File: src/rtl/i2c_master_arbiter.sv
// Round-robin arbiter/sequencer sharing one i2c_master among NUM_REQ requesters,
// with a watchdog that pulses the master's enable low to recover a stalled bus.
module i2c_master_arbiter #(
  parameter int          NUM_REQ    = 4,
  parameter int          ADDR_BYTES = 1,
  parameter int          DATA_BYTES = 2,
  parameter int          ST_WIDTH   = 1 + ADDR_BYTES + DATA_BYTES,
  parameter logic [19:0] TIMEOUT    = 20'hFFFFF
) (
  input  logic                          clk,
  input  logic                          reset,
  input  logic [NUM_REQ-1:0]            req_valid,
  output logic [NUM_REQ-1:0]            req_ready,
  input  logic [NUM_REQ-1:0]            req_rnw,
  input  logic [NUM_REQ-1:0]            req_data_size,
  input  logic [7*NUM_REQ-1:0]          req_chip_addr,
  input  logic [8*ADDR_BYTES*NUM_REQ-1:0] req_reg_addr,
  input  logic [8*DATA_BYTES*NUM_REQ-1:0] req_wdata,
  output logic [NUM_REQ-1:0]            rsp_valid,
  output logic [8*DATA_BYTES-1:0]       rsp_rdata,
  output logic                          rsp_nack,
  output logic                          rsp_timeout,
  output logic [2:0]                    grant_id,
  output logic                          m_enable,
  output logic [6:0]                    m_chip_addr,
  output logic [8*ADDR_BYTES-1:0]       m_reg_addr,
  output logic [8*DATA_BYTES-1:0]       m_data_in,
  output logic                          m_data_size,
  output logic                          m_write_en,
  output logic                          m_read_en,
  output logic                          m_write_mode,
  input  logic [8*DATA_BYTES-1:0]       m_data_out,
  input  logic [ST_WIDTH-1:0]           m_status,
  input  logic                          m_done,
  input  logic                          m_busy
);

  localparam int AW = 8 * ADDR_BYTES;
  localparam int DW = 8 * DATA_BYTES;

  typedef enum logic [2:0] {IDLE, ISSUE, WAIT_BUSY, WAIT_DONE, RESP, RECOVER} state_t;

  state_t      state;
  logic [2:0]  ptr;
  logic [19:0] wd_cnt;
  logic [1:0]  rec_cnt;
  logic        rnw_q;

  logic        found;
  logic [2:0]  sel;
  int unsigned idx;

  assign m_write_mode = 1'b0;

  // Search upward from the last grant so the previous winner has lowest priority.
  always_comb begin
    found = 1'b0;
    sel   = '0;
    idx   = 0;
    for (int unsigned i = 1; i <= NUM_REQ; i++) begin
      idx = (int'(ptr) + i) % NUM_REQ;
      if (!found && req_valid[idx]) begin
        found = 1'b1;
        sel   = idx[2:0];
      end
    end
  end

  always_ff @(posedge clk or negedge reset) begin
    if (!reset) begin
      state       <= IDLE;
      ptr         <= 3'(NUM_REQ - 1);
      wd_cnt      <= '0;
      rec_cnt     <= '0;
      rnw_q       <= 1'b0;
      req_ready   <= '0;
      rsp_valid   <= '0;
      rsp_rdata   <= '0;
      rsp_nack    <= 1'b0;
      rsp_timeout <= 1'b0;
      grant_id    <= '0;
      m_enable    <= 1'b0;
      m_chip_addr <= '0;
      m_reg_addr  <= '0;
      m_data_in   <= '0;
      m_data_size <= 1'b0;
      m_write_en  <= 1'b0;
      m_read_en   <= 1'b0;
    end else begin
      req_ready  <= '0;
      rsp_valid  <= '0;
      m_write_en <= 1'b0;
      m_read_en  <= 1'b0;
      case (state)
        IDLE: begin
          m_enable <= 1'b1;
          if (found) begin
            state          <= ISSUE;
            grant_id       <= sel;
            ptr            <= sel;
            req_ready[sel] <= 1'b1;
            rnw_q          <= req_rnw[sel];
            m_write_en     <= ~req_rnw[sel];
            m_read_en      <= req_rnw[sel];
            m_chip_addr    <= req_chip_addr[7*sel +: 7];
            m_reg_addr     <= req_reg_addr[AW*sel +: AW];
            m_data_in      <= req_wdata[DW*sel +: DW];
            m_data_size    <= req_data_size[sel];
          end
        end
        ISSUE: begin
          wd_cnt <= '0;
          state  <= WAIT_BUSY;
        end
        WAIT_BUSY: begin
          if (wd_cnt == TIMEOUT) begin
            state    <= RECOVER;
            m_enable <= 1'b0;
            rec_cnt  <= '0;
          end else begin
            wd_cnt <= wd_cnt + 20'd1;
            if (m_busy) state <= WAIT_DONE;
          end
        end
        WAIT_DONE: begin
          // done is checked first so it wins over a coincident watchdog expiry
          if (m_done) begin
            if (rnw_q) rsp_rdata <= m_data_out;
            rsp_nack            <= |m_status;
            rsp_timeout         <= 1'b0;
            rsp_valid[grant_id] <= 1'b1;
            state               <= RESP;
          end else if (wd_cnt == TIMEOUT) begin
            state    <= RECOVER;
            m_enable <= 1'b0;
            rec_cnt  <= '0;
          end else begin
            wd_cnt <= wd_cnt + 20'd1;
          end
        end
        RECOVER: begin
          if (rec_cnt == 2'd3) begin
            m_enable            <= 1'b1;
            rsp_timeout         <= 1'b1;
            rsp_nack            <= 1'b1;
            rsp_rdata           <= '0;
            rsp_valid[grant_id] <= 1'b1;
            state               <= RESP;
          end else begin
            rec_cnt <= rec_cnt + 2'd1;
          end
        end
        RESP:    state <= IDLE;
        default: state <= IDLE;
      endcase
    end
  end

endmodule

File: config.mk
export PLATFORM = sky130hd
export DESIGN_NAME = i2c_master_arbiter
export DESIGN_NICKNAME = d
export VERILOG_FILES = /design/src/rtl/i2c_master_arbiter.sv
export SDC_FILE = /design/constraint.sdc
export NUM_CORES = 1
export LEC_CHECK = 0
export CAP_MARGIN = 20
export CORE_MARGIN = 3
export CORE_UTILIZATION = 39
export CTS_CLUSTER_DIAMETER = 100
export DETAILED_ROUTE_END_ITERATION = 10
export PLACE_DENSITY_LB_ADDON = 0.25
export SYNTH_ARGS = -nofsm -noshare
export SYNTH_HDL_FRONTEND = slang
export SYNTH_SLANG_ARGS = --single-unit
File: constraint.sdc
create_clock -name clk -period 1.75 [get_ports clk]
set_input_delay 0.525 -clock clk [delete_from_list [all_inputs] [get_ports clk]]
set_output_delay 0.525 -clock clk [all_outputs]
set_load 0.005 [all_outputs]
==> flow_metrics.py, run 1 <==
metrics = {
    "place": {
        "dp_slack_ns": -0.695,
        "gp_congestion": 0.922,
        "dpl_cell_area_um2": 8370,
        "port_buffers": 222,
        "dpl.hpwl_mm": 13.7,
        "place_inst": 1003,
    },
    "pwr": {
        "p_per_area_nw_per_um2": 1360,
        "internal-power_uw": 8110,
        "swShare": 0.363,
        "p_seq_frac": 0.260,
        "ir_worst_vdd_mv": 0.609,
        "switchingPower_uw": 4610,
        "p_leak_uw": 0.00429,
        "p_total_uw": 12700,
        "pwr-share-comb": 0.585,
        "power_frac_clock": 0.155,
    },
    "grt": {
        "grt_pass1_wl_mm": 30.4,
        "grt_max_degree": 92,
        "track_usage": 0.256,
        "grt_pass1_vias": 6178,
        "top_usage_layer": "met2",
        "met2_usage": 0.457,
        "overflow": 0,
        "met1_usage": 0.294,
        "antenna_found_initial": 0,
        "use_met3": 0.0548,
    },
    "clock_tree": {
        "htreeDepth": 3,
        "numCtsBuffers": 9,
        "clk_pin_slew_worst_paths_ns": 0.06,
        "cts_tree": "built",
        "cts_hold_repair.buffers": 0,
        "cts.sink_count": 91,
        "clock_latency_ns": 0.34,
        "clk_path_buf_depth": 2,
        "cts_root_buf": "clkbuf_16",
    },
    "drt": {
        "dr_total_vias": 5848,
        "routed_wl_mm": 19.5,
        "routedWlPerCell_um": 18.7,
        "ant_nets": 0,
        "drc": 0,
        "dr.pass1.iters": 4,
        "drt_iter0_drc": 392,
        "via_per_inst": 5.60,
    },
    "critical_path": {
        "end_kind": "flop",
        "cp_max_fo": 6,
        "slowest_delay_ns": 0.57,
        "cp_slowest_cell": "or4_4",
        "start_kind": "flop",
        "path_cells": "nand3_1 > or4_4 > o21ai_4 > buf_12 > buf_6 > nor4_2 > o21a_1",
        "arrival_ns": 2.15,
        "path_class": "flop to flop",
        "required_ns": 1.98,
    },
    "finish": {
        "drive_gt1_frac": 0.259,
        "multi_input_area_um2": 3170,
        "nFillCells": 944,
        "syn_to_final_growth_pct": 77.7,
        "seq_area_um2": 2280,
        "num-nets-final": 1030,
        "diodes": 0,
        "final_cell_area_um2": 9380,
        "final_cells": 1045,
    },
    "synth": {
        "synth-seq-area-share": 0.432,
        "synth_edf_count": 0,
        "async_flop_share": 1.00,
        "synth_area_um2": 5280,
        "yosys_warnings": 0,
        "ys_seq_elements": 91,
        "syn_avg_cell_area_um2": 9.36,
        "ys_types": 55,
        "yosys_most_used_dff": "dfrtp_1",
        "netlist_instances": 564,
    },
    "sta": {
        "setup_violations": 35,
        "layout_setup_ws_ns": -0.167,
        "fin_skew_ns": 0.00967,
        "slew_viol_final": 0,
        "finalSetupTns_ns": -2.39,
        "period_needed_ns": 1.92,
        "rsz0062_at_grt": "true",
        "hold_viol": 0,
        "max_freq_mhz": 522,
        "finalCritPeriodShare": 1.10,
    },
    "outcome": {
        "violations": "setup timing",
        "status": "finished, violations left",
    },
    "floorplan": {
        "io_pins": 225,
        "die_area_um2": 15000,
        "core-area_um2": 12900,
        "rows": 41,
        "die_h_um": 122,
        "start_util": 0.408,
        "die_w_um": 122,
    },
    "hold_path": {
        "hold_path_class": "primary input to asynchronous set/reset pin",
    },
    "job": {
        "maxCapViolations": 0,
    },
}
-- layout by cell type (no fill, tap or decap), types with 4 or more instances in the layout --
| cell | Yosys | routed |
|---|---|---|
| nand3_1 | 14 | 13 |
| or3_1 | 8 | 7 |
| nor2_1 | 20 | 19 |
| clkinv_4 | 0 | 5 |
| o211ai_1 | 34 | 34 |
| buf_6 | 1 | 17 |
| dlygate4sd2_1 | 0 | 25 |
| dlymetal6s2s_1 | 0 | 23 |
| a21oi_2 | 4 | 6 |
| clkdlybuf4s50_1 | 0 | 172 |
| xor2_1 | 4 | 4 |
| o31ai_2 | 0 | 6 |
| o31ai_1 | 35 | 27 |
| a22o_1 | 4 | 4 |
| o21ai_1 | 24 | 21 |
| a21bo_4 | 0 | 5 |
| a21oi_1 | 13 | 9 |
| nand2_1 | 86 | 84 |
| o21ai_0 | 6 | 4 |
| a21bo_1 | 12 | 12 |
| mux2i_2 | 0 | 7 |
| buf_12 | 1 | 15 |
| nand2b_4 | 0 | 4 |
| clkbuf_16 | 0 | 9 |
| dfrtp_1 | 89 | 89 |
| nor3_1 | 7 | 5 |
| o21ai_2 | 1 | 5 |
| mux2i_4 | 0 | 5 |
| buf_4 | 5 | 83 |
| a21bo_2 | 20 | 15 |
| nand4_1 | 37 | 37 |
| mux2i_1 | 34 | 22 |
| or4_1 | 5 | 5 |
-- per-layer routing --
| layer | share of wire | wire, um |
|---|---|---|
| met4 | 0.031 | 609 |
| met3 | 0.071 | 1390 |
| met2 | 0.52 | 10200 |
| met5 | 0 | 0 |
| met1 | 0.38 | 7360 |
-- state kept, by name, indices dropped and copies added, names as in the netlist --
signal and count:
wd_cnt 20, m_data_in 16, rsp_rdata 16, m_reg_addr 8, m_chip_addr 7, req_ready 4
rsp_valid 4, state 3, grant_id 2, ptr 2, rec_cnt 2, m_data_size 1
m_enable 1, m_read_en 1, m_write_en 1, rnw_q 1, rsp_nack 1, rsp_timeout 1
-- worst max-delay path: cells and delay by family, from the launching register on --
| family | cells | cell delay (ns) |
|---|---|---|
| AO/OA/AOI/OAI | 2 | 0.43 |
| buffers and inverters | 2 | 0.26 |
| flip-flops | 1 | 0.37 |
| AND/OR/NAND/NOR | 3 | 0.76 |
-- cell usage after synthesis (12+ instances only) --
library cell,number,area share
nor2_1,20,0.014
a21bo_2,20,0.038
a21bo_1,12,0.023
nand2_1,86,0.061
a21oi_1,13,0.012
o211ai_1,34,0.048
mux2i_1,34,0.065
nand3_1,14,0.013
clkbuf_1,35,0.025
dfrtp_1,89,0.42
nand4_1,37,0.044
o21ai_1,24,0.023
o31ai_1,35,0.050
-- through the flow --
stage          hold slack, ns  utilization
6_report                0.231        0.725
4_1_cts                 0.258        0.700
3_3_place_gp            0.465        0.647
2_1_floorplan           0.229            -
5_1_grt                 0.272        0.725
3_5_place_dp            0.482        0.647
-- power by group through the flow --
stage	logic, uW	registers [uW]	clock network, uW
floorplan	3000	3340	0
global placement	6100	3320	0
detailed placement	6270	3350	0
CTS	7060	3320	2000
global route	7990	3390	2070
finish	7450	3310	1970
-- path summary, 6_finish.rpt --
kind | start | end | slack, ns | cells past startpoint
worst max-delay path | wd_cnt[13] | wd_cnt[5] | -0.17 | 7
worst min-delay path | reset | wd_cnt[7] | 0.23 | 2
worst max register to register | wd_cnt[13] | wd_cnt[5] | -0.17 | 7
worst min register to register | rsp_rdata[5] | rsp_rdata[5] | 0.49 | 2
max in group asynchronous | reset | ptr[0] | 1.14 | 2
min in group clk | rsp_rdata[5] | rsp_rdata[5] | 0.49 | 2
-- cell type report --
| type | instances | share of cell area |
|---|---|---|
| Multi-Input combinational cell | 423 | 0.338 |
| Tap cell | 172 | 0.0230 |
| Timing Repair Buffer | 339 | 0.362 |
| Inverter | 4 | 0.00160 |
| Sequential cell | 91 | 0.243 |
| Clock inverter | 7 | 0.00841 |
| Clock buffer | 9 | 0.0240 |
-- kinds of logic (layout without fill, tap and decap cells) --
| kind of cell | count (synthesis) | in the layout | share of synthesized area |
|---|---|---|---|
| adder cells (fa/ha/maj) | 2 | 2 | 0.00474 |
| buffers and inverters | 51 | 359 | 0.0455 |
| XOR/XNOR | 6 | 6 | 0.00996 |
| flip-flops | 91 | 91 | 0.432 |
| other | 1 | 2 | 0.000711 |
| AO/OA/AOI/OAI | 168 | 168 | 0.238 |
| AND/OR/NAND/NOR | 209 | 209 | 0.200 |
| multiplexers | 36 | 36 | 0.0688 |
-- repair_timing --
action                                  4_1_cts  5_1_grt
gates resized for setup                      79       68
buffers inserted                             11       13
cloned                                        3        1
pin swaps                                    16       10
endpoints found under the setup margin       83       95
Note: power is estimated with default switching activity, not from simulation.
==> run 2: changes to the inputs <==
- GPL_TIMING_DRIVEN: unset -> 0
==> flow_metrics.py, run 2 (synthesized netlist as in run 1, its figures left out) <==
metrics = {
    "outcome": {
        "status": "finished, violations left",
        "violations": "setup timing",
    },
    "clock_tree": {
        "numCtsBuffers": 9,
        "cts_hold_repair.buffers": 0,
        "clk_pin_slew_worst_paths_ns": 0.07,
        "clock_latency_ns": 0.35,
        "htreeDepth": 3,
        "cts.sink_count": 91,
        "cts_tree": "built",
        "clk_path_buf_depth": 2,
        "cts_root_buf": "clkbuf_16",
    },
    "sta": {
        "max_freq_mhz": 503,
        "rsz0062_at_grt": "true",
        "worstMarginPinSlew_ns": 0.626,
        "slew_viol_final": 0,
        "setup_violations": 50,
        "period_needed_ns": 1.99,
        "finalCritPeriodShare": 1.14,
        "layout_setup_ws_ns": -0.239,
        "fin_skew_ns": 0.0134,
        "hold_viol": 0,
        "hold_ws_ns": 0.203,
        "relSlewSlack": 0.583,
    },
    "finish": {
        "diodes": 0,
        "largest_register_ffs": 20,
        "drive_gt1_frac": 0.284,
        "final_common_cell": "clkdlybuf4s50_1",
        "num-nets-final": 1041,
        "top_register": "wd_cnt",
        "top_regs": "wd_cnt: 20 flops, m_data_in: 16 flops, rsp_rdata: 16 flops",
        "layout_common_cells": "clkdlybuf4s50_1 (170), dfrtp_1 (87), nand2_1 (83)",
        "syn_to_final_growth_pct": 80.4,
    },
    "drt": {
        "drc": 0,
        "routedWlPerCell_um": 20.5,
        "via_per_inst": 5.76,
        "ant_nets": 0,
        "routed_wl_mm": 21.7,
        "dr_total_vias": 6082,
        "drt_iter0_drc": 556,
        "dr.pass1.iters": 5,
    },
    "grt": {
        "grt_pass1_vias": 6007,
        "overflow": 0,
        "grt_max_degree": 47,
        "grt_pass1_wl_mm": 30.2,
        "antenna_found_initial": 0,
        "track_usage": 0.256,
    },
    "critical_path": {
        "arrival_ns": 2.23,
        "end_kind": "flop",
        "path_class": "primary input to flop",
        "cp_max_fo": 6,
        "reg2reg_slack_ns": -0.24,
        "required_ns": 2.00,
        "start_kind": "primary input",
    },
    "pwr": {
        "p_per_area_nw_per_um2": 1380,
        "p_total_uw": 13100,
        "p_leak_uw": 0.00428,
        "ir_worst_vdd_mv": 0.691,
    },
    "hold_path": {
        "hold_path_class": "primary input to asynchronous set/reset pin",
    },
    "place": {
        "port_buffers": 222,
        "gp_congestion": 0.898,
        "dpl.hpwl_mm": 13.6,
    },
    "floorplan": {
        "die_h_um": 122,
        "core-area_um2": 12900,
        "die_w_um": 122,
        "rows": 41,
        "io_pins": 225,
        "die_area_um2": 15000,
        "start_util": 0.408,
    },
    "job": {
        "maxCapViolations": 0,
    },
}
run 2: changes by cell type in the layout (fill, tap and decap cells not counted), moves of 4 or more:
cell	change
mux2i_2	-5
buf_12	-5
nand3_1	-4
dlygate4sd2_1	+9
o31ai_2	+5
buf_4	-19
buf_8	+4
clkbuf_1	+4
dlymetal6s2s_1	-9
o21ai_4	+4
o31ai_1	-4
clkbuf_2	+16
run 2: area by class of cell:
type                    instances  area, um2
clock inverters                 5       38.8
flip-flops and latches         91       2280
well taps                     172        215
inverters                       4       15.0
multi-input cells             423       3310
fillers                       906       3410
plain buffers                  44        374
repair buffers                306       3050
clock buffers                  11        233
run 2: metal layers:
metal	GRT usage	up-vias	share of wire
li1	-	2737	-
met1	0.286	2923	0.35
met2	0.465	362	0.53
met3	0.0650	60	0.092
met4	0.103	0	0.031
met5	0	-	0
run 2: critical path: stages:
cell	delay, ns
dlygate4sd2_1	0.31
nor2_2	0.19
o21a_2	0.27
nor3_4	0.08
buf_6	0.14
buf_12	0.13
buf_12	0.12
mux2i_4	0.18
a221oi_1	0.29
run 2: report_power, final:
part	internal, uW	total [uW]	switching [uW]	leakage (uW)
Sequential	2860	3320	454	0.00116
Combinational	4310	7960	3650	0.00299
Clock	973	1830	861	0.000130
run 2: worst paths after layout:
path | from | endpoint | depth (start not counted)
min in group clk | rsp_rdata[3] | rsp_rdata[3] | 2
setup reg to reg | wd_cnt[6] | wd_cnt[9] | 8
max in group asynchronous | reset | wd_cnt[14] | 2
setup / recovery | req_valid[0] | rnw_q | 9
hold reg to reg | rsp_rdata[3] | rsp_rdata[3] | 2
hold / removal | reset | rsp_valid[3] | 1
run 2: what timing repair did:
item	in CTS	in global routing
gates cloned	9	1
pin swaps	12	29
resized for setup	145	132
endpoints found under the setup margin	114	94
buffers inserted	39	35
run 2: metrics by stage:
stage / utilization / setup TNS [ns] / worst slack [ns] / instances / cell area [um2]
floorplan: - / -0.753 / -0.0480 / 565 / 5330
global placement: 0.601 / -344.60 / -3.21 / 959 / 7770
detailed placement: 0.603 / -58.94 / -0.982 / 960 / 7790
CTS: 0.684 / -3.37 / -0.112 / 1023 / 8840
global route: 0.736 / -9.67 / -0.299 / 1056 / 9520
finish: 0.736 / -6.51 / -0.239 / 1056 / 9520
==> run 3: changes to the inputs <==
- ABC_AREA: unset -> 1
- CORE_UTILIZATION: 39 -> 40
==> flow_metrics.py, run 3 <==
metrics = {
    "critical_path": {
        "cp_top_family": "simple AND/OR/NAND/NOR gates",
        "cp_slowest_cell": "clkdlybuf4s50_1",
        "path_cells": "clkdlybuf4s50_1 > inv_2 > nand2_4 > nand2_2 > nand2_2 > nand2_2 > nand2_2 > nand2_4 > nor2_4 > nand2_8 > nand2_8 > buf_12 > clkbuf_16 > nand2_1 > nand3_1 > nand2_1 > nand2_1 > nand2_1",
        "start_kind": "primary input",
        "arrival_ns": 2.45,
        "cp_max_fo": 7,
        "path_class": "primary input to flop",
        "slowest_delay_ns": 0.51,
        "end_kind": "flop",
        "required_ns": 1.99,
        "cp_num_buf_inv": 4,
    },
    "pwr": {
        "p_per_area_nw_per_um2": 1820,
        "p_leak_uw": 0.00537,
        "ir_worst_vdd_mv": 0.969,
    },
    "finish": {
        "final_cells": 1350,
        "syn_to_final_growth_pct": 69.7,
        "final_common_cell": "nand2_1",
        "layout_common_cells": "nand2_1 (223), clkdlybuf4s50_1 (160), nand3_1 (145)",
        "fin_util": 0.705,
        "top_register": "wd_cnt",
        "drive_gt1_frac": 0.212,
        "top_regs": "wd_cnt: 20 flops, m_data_in: 16 flops, rsp_rdata: 16 flops",
        "diodes": 0,
        "num-nets-final": 1328,
        "largest_register_ffs": 20,
    },
    "synth": {
        "ys_seq_elements": 91,
        "yosys-top-cells-count": "nand2_1 (259), nand3_1 (158), inv_1 (134), dfrtp_1 (89), o21ai_0 (33)",
        "yosys_warnings": 0,
        "yosys_most_used_dff": "dfrtp_1",
        "synth-seq-area-share": 0.389,
        "async_flop_share": 1.00,
        "synth_edf_count": 0,
        "synth_area_um2": 5850,
        "syn_avg_cell_area_um2": 6.82,
        "synth_top_area_cell": "dfrtp_1",
        "synth.top_cell.area_share": 0.380,
        "netlist_top_cells_area": "dfrtp_1 (38%), nand2_1 (17%), nand3_1 (14%)",
        "netlist_instances": 859,
        "ys_types": 37,
        "synth_most_common_cell": "nand2_1",
    },
    "place": {
        "port_buffers": 222,
        "dpl.hpwl_mm": 14.3,
        "place_inst": 1263,
        "dp_slack_ns": -0.849,
        "gp_congestion": 0.904,
    },
    "drt": {
        "via_per_inst": 5.05,
        "ant_nets": 0,
        "dr_total_vias": 6817,
        "dr.pass1.iters": 5,
        "drc": 0,
        "routed_wl_mm": 21.5,
        "drt_iter0_drc": 441,
        "routedWlPerCell_um": 15.9,
    },
    "clock_tree": {
        "cts_tree": "built",
        "clk_path_buf_depth": 2,
        "numCtsBuffers": 9,
        "clock_latency_ns": 0.35,
        "cts.sink_count": 91,
        "cts_root_buf": "clkbuf_16",
        "htreeDepth": 3,
        "clk_pin_slew_worst_paths_ns": 0.07,
    },
    "hold_path": {
        "hold_path_class": "primary input to asynchronous set/reset pin",
    },
    "floorplan": {
        "io_pins": 225,
        "die_w_um": 127,
        "die_area_um2": 16100,
        "rows": 43,
        "core-area_um2": 14100,
        "die_h_um": 127,
        "start_util": 0.415,
    },
    "grt": {
        "grt_max_degree": 55,
        "grt_pass1_vias": 6453,
        "track_usage": 0.250,
        "overflow": 0,
        "antenna_found_initial": 0,
        "grt_pass1_wl_mm": 32.5,
    },
    "sta": {
        "period_needed_ns": 2.20,
        "fin_skew_ns": 0.00706,
        "finalCritPeriodShare": 1.26,
        "hold_viol": 0,
        "slew_viol_final": 0,
        "rsz0062_at_grt": "true",
        "relSlewSlack": 0.644,
        "layout_setup_ws_ns": -0.454,
        "max_freq_mhz": 454,
        "setup_violations": 43,
        "worstMarginPinSlew_ns": 0.533,
    },
    "job": {
        "maxCapViolations": 0,
    },
    "outcome": {
        "status": "finished, violations left",
        "violations": "setup timing",
    },
}
==> run 3: cell count changes in the layout (fill, tap and decap cells not counted), moves of 18 or more <==
cell,previous run,this run
nand3_1,9,145
nand2_2,1,28
nand4_1,37,6
nand2_1,83,223
o31ai_1,23,5
inv_1,3,126
o211ai_1,34,0
or2_1,0,28
mux2i_1,24,0
==> run 3: worst paths after layout <==
path	from	endpoint	slack, ns	depth (start not counted)
max	req_valid[2]	m_reg_addr[6]	-0.45	18
min	reset	wd_cnt[6]	0.14	1
max reg2reg	ptr[0]	m_reg_addr[6]	-0.44	18
min reg2reg	m_data_in[0]	m_data_in[0]	0.47	2
max in group asynchronous	reset	ptr[0]	0.92	2
min in group clk	m_data_in[0]	m_data_in[0]	0.47	2
==> run 3: report_power, final <==
| group | leakage [uW] | internal (uW) | switching [uW] |
|---|---|---|---|
| Clock | 0.000148 | 1120 | 888 |
| Combinational | 0.00405 | 5860 | 6900 |
| Sequential | 0.00117 | 2890 | 432 |
| Total | 0.00537 | 9870 | 8220 |
==> run 3: metrics by stage <==
stage	cell area, um2	hold slack, ns	power [uW]	setup TNS, ns
floorplan	5890	0.229	9360	-5.20
global placement	8340	0.461	12800	-343.50
detailed placement	8360	0.464	12900	-44.90
CTS	9340	0.162	16700	-15.67
global route	9940	0.178	19500	-23.22
finish	9940	0.142	18100	-17.09
==> run 3: cell families (layout without fill, tap and decap cells) <==
| family | after synthesis | in the layout | synth area share |
|---|---|---|---|
| other | 1 | 2 | 0.000641 |
| xor gates and xnor gates | 9 | 9 | 0.0135 |
| DFF | 91 | 91 | 0.389 |
| buffers and inverters | 184 | 493 | 0.136 |
| and+or+nand+nor | 521 | 522 | 0.407 |
| adders and majority gates | 2 | 2 | 0.00427 |
| AOI/OAI and AO/OA | 51 | 51 | 0.0494 |
==> run 3: cell type report <==
class / count / area (um2)
Buffer: 41 / 382
Clock buffer: 9 / 225
Clock inverter: 6 / 72.6
Fill cell: 1113 / 4160
Inverter: 142 / 559
Multi-Input combinational cell: 586 / 3270
Sequential cell: 91 / 2280
Tap cell: 180 / 225
Timing Repair Buffer: 295 / 2930
==> run 3: metal layers <==
layer / track usage / up-vias / part of all wire
met3: 0.0648 / 56 / 0.068
li1: - / 3305 / -
met2: 0.437 / 287 / 0.51
met4: 0.0618 / 0 / 0.028
met5: 0 / - / 0
met1: 0.310 / 3169 / 0.39
==> run 3: repair_timing <==
action,CTS,global route
resized for setup,136,121
pin swaps,38,35
setup endpoints to repair,128,114
hold buffers,0,0
hold endpoints to repair,0,0
setup buffers,41,27
gates cloned,6,1
